### src/rtl/alu_pkg.sv
// Shared definitions for the ALU datapath: function codes, register-zero index
// and the default datapath width.
package alu_pkg;

  localparam int DEF_WIDTH = 32;
  localparam int REG_ZERO  = 0;

  localparam logic [2:0] F_AND = 3'b000;
  localparam logic [2:0] F_OR  = 3'b001;
  localparam logic [2:0] F_ADD = 3'b010;
  localparam logic [2:0] F_SUB = 3'b110;
  localparam logic [2:0] F_SLT = 3'b111;

endpackage

### src/rtl/regfile.sv
// Architectural register file: two asynchronous read ports, one synchronous
// write port, register 0 hard-wired to zero, synchronous active-low clear.
module regfile
  import alu_pkg::*;
#(
  parameter int WIDTH = DEF_WIDTH,
  parameter int NREG  = 32,
  localparam int AW   = $clog2(NREG)
) (
  input  logic             clk,
  input  logic             rst_n,
  input  logic             we,
  input  logic [AW-1:0]    wa,
  input  logic [WIDTH-1:0] wd,
  input  logic [AW-1:0]    ra1,
  input  logic [AW-1:0]    ra2,
  output logic [WIDTH-1:0] rd1,
  output logic [WIDTH-1:0] rd2
);

  logic [WIDTH-1:0] mem [NREG];

  always_ff @(posedge clk) begin
    for (int i = 0; i < NREG; i++) begin
      if (!rst_n)
        mem[i] <= '0;
      else if (we && wa == AW'(i) && i != REG_ZERO)
        mem[i] <= wd;
    end
  end

  // Entry 0 is never written, but mask the read anyway so it is zero by construction.
  assign rd1 = (ra1 == AW'(REG_ZERO)) ? '0 : mem[ra1];
  assign rd2 = (ra2 == AW'(REG_ZERO)) ? '0 : mem[ra2];

endmodule

### src/rtl/alu_operand_stage.sv
// Operand fetch stage in front of the ALU: register read with writeback
// write-through, immediate select, and a one-entry valid/ready output register.
module alu_operand_stage
  import alu_pkg::*;
#(
  parameter int WIDTH = DEF_WIDTH,
  parameter int NREG  = 32,
  localparam int AW   = $clog2(NREG)
) (
  input  logic             clk,
  input  logic             rst_n,
  input  logic             in_valid,
  output logic             in_ready,
  input  logic [AW-1:0]    ra1,
  input  logic [AW-1:0]    ra2,
  input  logic [15:0]      imm,
  input  logic             alusrc,
  input  logic [2:0]       f_in,
  input  logic             we3,
  input  logic [AW-1:0]    wa3,
  input  logic [WIDTH-1:0] wd3,
  input  logic             flush,
  output logic             out_valid,
  input  logic             out_ready,
  output logic [WIDTH-1:0] a,
  output logic [WIDTH-1:0] b,
  output logic [2:0]       f
);

  logic [WIDTH-1:0] rd1;
  logic [WIDTH-1:0] rd2;
  logic [WIDTH-1:0] a_next;
  logic [WIDTH-1:0] rb_next;
  logic [WIDTH-1:0] b_next;
  logic             wr_live;
  logic             capture;

  regfile #(.WIDTH(WIDTH), .NREG(NREG)) u_regfile (
    .clk   (clk),
    .rst_n (rst_n),
    .we    (we3),
    .wa    (wa3),
    .wd    (wd3),
    .ra1   (ra1),
    .ra2   (ra2),
    .rd1   (rd1),
    .rd2   (rd2)
  );

  // A same-cycle writeback bypasses the array so the capture sees the new value.
  assign wr_live = we3 && (wa3 != AW'(REG_ZERO));
  assign a_next  = (wr_live && wa3 == ra1) ? wd3 : rd1;
  assign rb_next = (wr_live && wa3 == ra2) ? wd3 : rd2;
  assign b_next  = alusrc ? {{(WIDTH-16){imm[15]}}, imm} : rb_next;

  assign in_ready = !flush && (!out_valid || out_ready);
  assign capture  = in_valid && in_ready;

  always_ff @(posedge clk) begin
    if (!rst_n) begin
      out_valid <= 1'b0;
      a         <= '0;
      b         <= '0;
      f         <= '0;
    end else if (flush) begin
      out_valid <= 1'b0;
    end else if (capture) begin
      out_valid <= 1'b1;
      a         <= a_next;
      b         <= b_next;
      f         <= f_in;
    end else if (out_ready) begin
      out_valid <= 1'b0;
    end
  end

endmodule

### config.mk
export PLATFORM = sky130hd
export DESIGN_NAME = alu_operand_stage
export DESIGN_NICKNAME = d
export VERILOG_FILES = /design/src/rtl/alu_pkg.sv /design/src/rtl/regfile.sv /design/src/rtl/alu_operand_stage.sv
export SDC_FILE = /design/constraint.sdc
export NUM_CORES = 2
export LEC_CHECK = 0
export ABC_CLOCK_PERIOD_IN_PS = 5230
export BUFFER_PORTS_ARGS = -buffer_cell sky130_fd_sc_hd__buf_2
export CORE_AREA = 2 2 378 380
export CTS_CLUSTER_SIZE = 24
export DETAILED_ROUTE_END_ITERATION = 8
export DIE_AREA = 0 0 380 382
export PLACE_DENSITY_LB_ADDON = 0.3
export SYNTH_ARGS = -nofsm -noshare
export SYNTH_HDL_FRONTEND = slang
export SYNTH_SLANG_ARGS = --single-unit
### constraint.sdc
create_clock -name clk -period 5.23 [get_ports clk]
set_input_delay 0 -clock clk [delete_from_list [all_inputs] [get_ports clk]]
set_output_delay 0 -clock clk [all_outputs]
set_load 0.02 [all_outputs]
==> results.md <==
* Initial DRC count at 5,330
* Max-Cap Viols at 0
* Fin. Hold Viols at 0
* Cts repair resizes at 0
* Floorplan core area at 141,000 um^2
* TritonCTS clock tree: done
* Seq cells post-synth at 1,060
* Final nets at 4,208
* WP buf/inv at 4
* Unrepaired setup endpoints after global routing: no
* Final setup TNS at 0 ns
* Crit-path most repeated cell: dlygate4sd3_1
* First-pass detailed-route iteration total at 8
* CP Launch Type: register
* Worst skew pair latency at 0.74 ns
* Total Routing Usage GR at 0.272
* Ys Warns at 0
* # fillers at 12,500
* Rows at 138
* Top Ports at 142
* Final Max Tran Viols at 0
* Synth area leaders: edfxtp_1, mux4_2, and2_1, mux2i_1, dfxtp_1
* P_leak at 22.1 nW
* Final Util at 0.450
* Routed vias at 38,600
* Final setup fails at 0
* First-pass GRT wire length at 284 mm
* Crit path kind: reg2reg
* Fmax at 0.288 GHz
* Commonest non-fill, non-tap cell in the layout: and2_1
* Seq/Total Area, Yosys at 0.556
* Post-synth EDFFs at 992
* CP Max Fanout at 32
* Synth Flop Type: edfxtp_1
* Power Total at 20.8 mW
* Critical Path Max Stage Delay at 0.63 ns
* Chip Height at 382 um
* Cell variety after synth at 57
* Syn avg cell area at 13.6 um^2
* CTS max path bufs at 3
* Layout cells sized above 1 at 0.217
* WP data arrival at 4.14 ns
* Initial antenna violation count at 20
* Routed WL at 201 mm
* Dominant cell type by area after synthesis: edfxtp_1
* Vias in the first global route at 38,100
* CP Cell Sequence: nor2b_1, nor3b_2, buf_4, nand3b_1, dlygate4sd3_1, o211ai_1, dlygate4sd3_1, or3_1, o22ai_1, dlygate4sd3_1
* Cell Pwr Density at 329 nW/um^2
* Die X at 380 um
* Initial core utilization at 0.398
* Root Driver: clkbuf_16
* Register Area at 31,100 um^2
* TritonCTS Buffers at 113
* Critical path's top delay family: buffers and inverters
* Area share of the largest cell type after synthesis at 0.532
* DIE AREA at 145,000 um^2
* Worst-Margin Slew at 1.30 ns
* Status: finished, final reports clean
* Clock Skews at 0.0241 ns
* Drt wl/cell at 32.9 um
* GRT overflow at 0
* Ys async rst share at 0
* Most frequent cells in the layout: and2_1, edfxtp_1, mux4_2
* Layout overhead on the synthesized area at 13.2%
* H-tree depth at 3
* Critical path required time at 5.90 ns
* Dpl hpwl at 117 mm
* Antenna viol nets, final at 0
* Period Utilization, post-route at 0.663
* Clock-pin slew on the worst setup and hold paths at 0.07 ns
* IO buf count at 141
* Vias per cell at 6.30
* Peak VDD IR at 0.000257 V
* Worst setup EP type: register
* GP Congestion at 0.911
* Tmin final at 3.47 ns
* Largest net degree at the start of global routing at 98
* Worst Hold Class: in2reg
* CTS Sinks at 1,060
* Post-CTS Setup Bufs at 0
* DRC errors left at 0
* Rel. slew slack at 0.113
* Synthesized cell area at 56,000 um^2
* CP max-delay cell: dlygate4sd3_1
* Post-synth net total at 4,197
* Multi-input gate area at 23,500 um^2
* Mapped Cells at 4,124
[final cells by class]
cell class                 count  share of cell area
sequential                  1060               0.491
multi-input combinational   2618               0.371
clock buffer                 153              0.0502
timing repair buffer         341              0.0405
tap                         1890              0.0373
clock inverter                59             0.00912
antenna                        7            0.000276
inverter                       1           0.0000592
[state kept, by name, summed over array words and instances (netlist names)]
signal	flops
b	32
u_regfile.mem	992
out_valid	1
f	3
a	32
[Yosys cell counts (3+ instances only)]
cell / n
dfxtp_1: 68
o2111ai_1: 6
a221o_1: 10
a22o_1: 8
mux4_1: 5
a221oi_1: 69
o22ai_1: 118
o211ai_1: 19
buf_6: 4
mux2_2: 82
nand3_1: 28
o31ai_1: 4
nand3b_1: 6
clkbuf_1: 327
nand2_1: 67
edfxtp_1: 992
a211oi_1: 5
or2_2: 8
buf_1: 16
or4_1: 32
o311ai_0: 4
a21boi_0: 3
buf_4: 11
a22oi_1: 98
o21ai_0: 112
nor2b_1: 60
mux4_2: 324
nor4_1: 5
or3_1: 12
xnor2_1: 6
nor2_1: 94
nor3_1: 44
o22a_1: 7
xor2_1: 4
a222oi_1: 32
a21oi_1: 76
o221ai_1: 7
mux2i_1: 224
nand2b_1: 12
buf_2: 84
and2_1: 999
a211o_1: 10
a31oi_1: 4
[power by group]
group | switching (mW) | internal [mW] | total [mW]
clock | 3.47 | 4.78 | 8.25
sequential | 0.289 | 9.76 | 10.0
combinational | 1.59 | 0.957 | 2.55
[final timing paths]
kind	startpoint	endpoint	slack (ns)	cells past startpoint
worst max-delay path	out_valid	b[2]	1.76	10
worst min-delay path	wd3[1]	u_regfile.mem[10][1]	0.04	2
worst max register to register	out_valid	b[2]	1.76	10
worst min register to register	a[28]	a[28]	0.55	2
[layer usage]
layer  part of all wire  GRT usage
met1               0.39      0.365
met2               0.45      0.413
met3               0.12     0.0803
met4              0.043      0.114
met5            0.00034          0
[per-stage QoR]
stage / instance area [um^2] / setup WS (ns) / cells / hold WS [ns]
2_1_floorplan: 56000 / 1.55 / 4124 / 0.0761
3_3_place_gp: 58700 / 1.96 / 5822 / 0.209
3_5_place_dp: 58700 / 1.95 / 5822 / 0.216
4_1_cts: 63400 / 1.86 / 6121 / 0.000399
5_1_grt: 63400 / 1.65 / 6123 / 0.0205
6_report: 63400 / 1.76 / 6129 / 0.0430
[cell families after synthesis]
kind of cell    share of synthesized area
simple gates                        0.146
mux                                 0.189
flops                               0.556
xor+xnor                          0.00156
compound gates                     0.0738
buf+inv                            0.0338
[timing repair]
action / in CTS / in global routing
endpoints found under the hold margin: 708 / 9
endpoints found under the setup margin: 0 / 0
hold buffers: 87 / 1
Power figures use the tool's default switching activity.
